`config.mk`:
```
export PLATFORM = sky130hd
export DESIGN_NAME = approx_error_monitor
export DESIGN_NICKNAME = d
export VERILOG_FILES = /design/src/rtl/approx_error_monitor.sv
export SDC_FILE = /design/constraint.sdc
export NUM_CORES = 1
export LEC_CHECK = 0
export BUFFER_PORTS_ARGS = -buffer_cell sky130_fd_sc_hd__buf_2
export CAP_MARGIN = 30
export CORE_MARGIN = 3
export CORE_UTILIZATION = 60
export CTS_CLUSTER_SIZE = 12
export DETAILED_ROUTE_END_ITERATION = 16
export GPL_TIMING_DRIVEN = 0
export PLACE_DENSITY = 0.83
export SLEW_MARGIN = 20
export SYNTH_ARGS = -nofsm -noshare
export SYNTH_HDL_FRONTEND = slang
export SYNTH_SLANG_ARGS = --single-unit
```
`constraint.sdc`:
```
create_clock -name clk -period 8.1 [get_ports clk]
set_input_delay 0.81 -clock clk [delete_from_list [all_inputs] [get_ports clk]]
set_output_delay 0.81 -clock clk [all_outputs]
set_load 0.1 [all_outputs]
```
`src/rtl/approx_error_monitor.sv`:
```
// Error-statistics monitor for an approximate multiplier: it feeds operand pairs to the external
// multiplier (full sweep or streamed) and accumulates ED/error statistics through a 3-stage pipeline.
module approx_error_monitor #(
  parameter int N = 8
) (
  input  logic           clk,
  input  logic           rst,
  input  logic           start,
  input  logic           mode,
  input  logic           in_valid,
  input  logic           in_last,
  input  logic [N-1:0]   in_a,
  input  logic [N-1:0]   in_b,
  output logic [N-1:0]   op_a,
  output logic [N-1:0]   op_b,
  input  logic [2*N-1:0] approx_p,
  output logic           busy,
  output logic           done,
  output logic [2*N:0]   num_tests,
  output logic [2*N:0]   err_count,
  output logic [4*N-1:0] sum_ed,
  output logic [4*N:0]   sum_err,
  output logic [2*N-1:0] max_ed
);
  localparam int PW = 2 * N;
  localparam logic [PW-1:0] K_ONE = 1;
  localparam logic [PW:0]   T_ONE = 1;

  typedef enum logic [1:0] {IDLE, RUN, DRAIN, DONE} state_t;

  state_t        state_reg, state_next;
  logic          mode_reg;
  logic [PW-1:0] k_reg;
  logic          drain_cnt_reg;
  logic          capture, last_pair;

  logic          v1_reg, v2_reg;
  logic [PW-1:0] approx1_reg, exact1_reg, exact_c;
  logic [PW:0]   err_c, err_neg, err2_reg;
  logic [PW-1:0] ed_c, ed2_reg;

  always_comb begin
    state_next = state_reg;
    capture    = 1'b0;
    last_pair  = 1'b0;
    op_a       = '0;
    op_b       = '0;
    if (state_reg == RUN) begin
      if (mode_reg) begin
        op_a      = in_a;
        op_b      = in_b;
        capture   = in_valid;
        last_pair = in_valid && in_last;
      end else begin
        op_a      = k_reg[PW-1:N];
        op_b      = k_reg[N-1:0];
        capture   = 1'b1;
        last_pair = (k_reg == '1);
      end
    end
    case (state_reg)
      IDLE:    if (start) state_next = RUN;
      RUN:     if (last_pair) state_next = DRAIN;
      DRAIN:   if (drain_cnt_reg) state_next = DONE;
      DONE:    state_next = IDLE;
      default: state_next = IDLE;
    endcase
  end

  always_ff @(posedge clk) begin
    if (rst) begin
      state_reg     <= IDLE;
      mode_reg      <= 1'b0;
      k_reg         <= '0;
      drain_cnt_reg <= 1'b0;
    end else begin
      state_reg     <= state_next;
      drain_cnt_reg <= (state_reg == DRAIN) ? ~drain_cnt_reg : 1'b0;
      if (state_reg == IDLE && start) begin
        mode_reg <= mode;
        k_reg    <= '0;
      end else if (state_reg == RUN && !mode_reg && !last_pair) begin
        // Holds at all-ones on the final pair so the sweep never wraps.
        k_reg <= k_reg + K_ONE;
      end
    end
  end

  assign exact_c = {{N{1'b0}}, op_a} * {{N{1'b0}}, op_b};
  assign err_c   = {1'b0, approx1_reg} - {1'b0, exact1_reg};
  assign err_neg = -err_c;
  assign ed_c    = err_c[PW] ? err_neg[PW-1:0] : err_c[PW-1:0];

  // Only the valid bits need reset; data registers are qualified by them.
  always_ff @(posedge clk) begin
    if (rst) begin
      v1_reg <= 1'b0;
      v2_reg <= 1'b0;
    end else begin
      v1_reg <= capture;
      v2_reg <= v1_reg;
    end
    approx1_reg <= approx_p;
    exact1_reg  <= exact_c;
    err2_reg    <= err_c;
    ed2_reg     <= ed_c;
  end

  always_ff @(posedge clk) begin
    if (rst || (state_reg == IDLE && start)) begin
      num_tests <= '0;
      err_count <= '0;
      sum_ed    <= '0;
      sum_err   <= '0;
      max_ed    <= '0;
    end else if (v2_reg) begin
      num_tests <= num_tests + T_ONE;
      err_count <= err_count + {{PW{1'b0}}, (ed2_reg != '0)};
      sum_ed    <= sum_ed + {{PW{1'b0}}, ed2_reg};
      sum_err   <= sum_err + {{PW{err2_reg[PW]}}, err2_reg};
      max_ed    <= (ed2_reg > max_ed) ? ed2_reg : max_ed;
    end
  end

  assign busy = (state_reg == RUN) || (state_reg == DRAIN);
  assign done = (state_reg == DONE);

endmodule

```
==> results.py <==
metrics = {
    "outcome": {
        "status": "completed",
    },
    "routing": {
        "ant_nets": 0,
        "detail_route.vias_per_cell": 5.77,
        "first_pass_iters": 5,
        "drt_wl_total_um": 33300,
        "vias": 11400,
        "post_drt_wl_per_cell_um": 16.9,
        "drc": 0,
        "drtIter0Drc": 774,
    },
    "layout": {
        "regArea_um2": 4020,
        "reg_top3": "sum_err (33), sum_ed (32)",
        "syn2layout_area_growth_pct": 15.7,
        "drive_above_1_share_pct": 14.5,
        "nets": 1892,
        "largest-register": "sum_err",
        "fill_cells": 1607,
        "final_core_util_pct": 72.2,
        "design_area_um2": 14900,
        "multi_input_area_um2": 8180,
        "largest_reg_flops": 33,
    },
    "sta": {
        "rsz0062_at_grt": "no",
        "slew_headroom_pct": 40.4,
        "final_max_slew_viol_count": 0,
        "fin_setup_tns_ns": 0,
        "finalSetupViolCount": 0,
        "fin_crit_sh_pct": 71.1,
        "final.setup_skew_ns": 0.0380,
        "hold_viol": 0,
        "fmax_ghz": 0.174,
        "worst_pin_slew_ns": 0.869,
        "period_minus_slack_ns": 5.76,
    },
    "pwr": {
        "ir_drop_mv": 0.192,
        "leakage_nw": 6.83,
        "powerDensity_nw_per_um2": 204,
        "p_total_mw": 3.04,
    },
    "yosys": {
        "ys_types": 70,
        "syn-num-nets": 1696,
        "seq_area_frac_synth_pct": 31.3,
        "yosysTopAreaCell": "dfxtp_1",
        "synthTopCellsByCount": "dfxtp_1 (201), nor2_1 (192), inv_1 (131), ha_1 (126), nand2_1 (108)",
        "synth-seq-cells": 201,
        "synth-edff-count": 0,
        "synth-async-reset-ratio_pct": 0,
        "synthesis.area_um2": 12900,
        "ys_warn_count": 0,
        "synth_top_area_share_pct": 31.3,
        "synth_area_leaders": "dfxtp_1 (31%), ha_1 (12%), fa_1 (6.1%)",
        "ys.flop_type": "dfxtp_1",
        "synth_most_common_cell": "dfxtp_1",
        "netlist_instances": 1493,
        "syn_avg_cell_area_um2": 8.62,
    },
    "critical_path": {
        "cp-start-kind": "flip-flop",
        "cp.required_ns": 8.52,
        "critPathArrivalTime_ns": 6.18,
        "reg2reg_slack_ns": 2.34,
        "end_kind": "flip-flop",
        "crit_fanout": 10,
        "crit_type": "reg2reg",
    },
    "clock_tree": {
        "post-cts-setup-buffers": 0,
        "cts_root_buf": "clkbuf_16",
        "cts_resized": 0,
        "cts_buffer_depth": 3,
        "cts_tree": "built",
        "insertion_delay_ns": 0.53,
        "htree_levels": 1,
        "numCtsBuffers": 24,
        "cts-hold-fix-buffers": 0,
        "clk_pin_slew_ns": 0.06,
        "cts_sinks": 201,
    },
    "placed_design": {
        "placed_area_um2": 14100,
        "port_buffers": 169,
        "gp_congestion": 0.919,
        "dp_hpwl_um": 25400,
    },
    "global_route": {
        "grt_max_degree": 18,
        "grt_pass1_vias": 11200,
        "grt.total_usage_pct": 27.5,
        "grt_pass1_wl_um": 54200,
        "antenna_found_initial": 3,
        "grt_remaining_overflow": 0,
    },
    "flow_run": {
        "cap_violations": 0,
    },
    "floorplan": {
        "fp.dieW_um": 152,
        "start_util_pct": 62.4,
        "rows": 52,
        "core_area_um2": 20600,
        "io_pins": 171,
        "die_y_um": 152,
        "design.die.area_um2": 23200,
    },
    "hold_path": {
        "hold_class": "in2reg",
    },
}
## per-stage QoR
stage / std cells / setup slack, ns / hold slack, ns
after floorplan: 1493 / 2.41 / 0.414
after global placement: 1932 / 2.48 / 0.428
after detailed placement: 1933 / 2.40 / 0.430
after CTS: 1976 / 2.33 / 0.385
after global routing: 1978 / 1.90 / 0.382
final: 1978 / 2.34 / 0.406
## layer usage
metal  vias to the layer above  track usage (%)  routed length, um
li1                       5534                -                  -
met1                      5401             34.5              14000
met4                         2             8.78               1050
met5                         -                0                 13
met3                        85             4.29               2160
met2                       392             48.6              16100
## worst paths after layout
kind / start / endpoint / cells after the start
worst min-delay path: approx_p[10] / approx1_reg[10] / 1
worst min register to register: v1_reg / v2_reg / 1
worst max register to register: state_reg[1] / exact1_reg[15] / 22
worst max-delay path: state_reg[1] / exact1_reg[15] / 22
## logic make-up after synthesis
logic type                 synth area share (%)
AOI/OAI and AO/OA                          14.5
xor gates and xnor gates                   8.41
adders and majority gates                  18.3
buffers and inverters                      5.14
DFF                                        31.3
muxes                                      3.81
and+or+nand+nor                            18.5
## cell type report
| type | instances | area share (%) |
|---|---|---|
| plain buffers | 45 | 1.14 |
| inverters | 131 | 3.30 |
| clock inverters | 12 | 1.02 |
| flip-flops and latches | 201 | 27.0 |
| repair buffers | 170 | 5.73 |
| clock buffers | 31 | 4.48 |
| well taps | 270 | 2.27 |
| diodes | 2 | 0.0336 |
| multi-input cells | 1116 | 55.0 |
## layout by cell type (no fill, tap or decap), types with 5 or more instances in the layout
| master | count |
|---|---|
| o31ai_1 | 17 |
| a21o_1 | 37 |
| nand4_1 | 28 |
| and3_1 | 17 |
| o211ai_1 | 9 |
| ha_1 | 126 |
| a31oi_1 | 7 |
| dfxtp_1 | 201 |
| fa_1 | 39 |
| nor4_1 | 6 |
| inv_1 | 131 |
| nand2_1 | 108 |
| nor2_1 | 192 |
| nand3_1 | 48 |
| a211oi_1 | 11 |
| nand3b_1 | 13 |
| a21oi_1 | 78 |
| buf_1 | 5 |
| and4_1 | 8 |
| xor2_1 | 54 |
| o21a_1 | 8 |
| mux2i_1 | 31 |
| and2_1 | 6 |
| xnor2_1 | 64 |
| clkbuf_1 | 42 |
| clkinv_2 | 6 |
| a21boi_0 | 5 |
| clkbuf_16 | 24 |
| nor3_1 | 11 |
| or3_1 | 17 |
| o21ai_0 | 63 |
| nor2b_1 | 20 |
| o21bai_1 | 8 |
| nor3b_1 | 5 |
| mux2_2 | 16 |
| nand2b_1 | 13 |
| buf_2 | 170 |
## critical path, cell delays in order (launching register included)
cell and delay, ns:
dfxtp_1 0.34, inv_1 0.11, ha_1 0.15, clkbuf_1 0.34, clkbuf_1 0.40, nand2_1 0.31, inv_1 0.21, nand2_1 0.10
fa_1 0.48, fa_1 0.49, inv_1 0.05, fa_1 0.54, inv_1 0.06, fa_1 0.53, inv_1 0.04, ha_1 0.30
a21boi_0 0.15, o21ai_0 0.23, a21oi_1 0.12, nand4_1 0.12, nand3_1 0.11, o41ai_1 0.32, xnor2_1 0.17
## report_power, final
part | internal (mW) | total [mW] | switching (mW) | leakage (nW)
registers | 1.05 | 1.11 | 0.0624 | 1.64
clock network | 0.676 | 1.10 | 0.426 | 0.401
logic | 0.240 | 0.825 | 0.584 | 4.79
total | 1.96 | 3.04 | 1.07 | 6.83
Note: power is estimated with default switching activity, not from simulation.
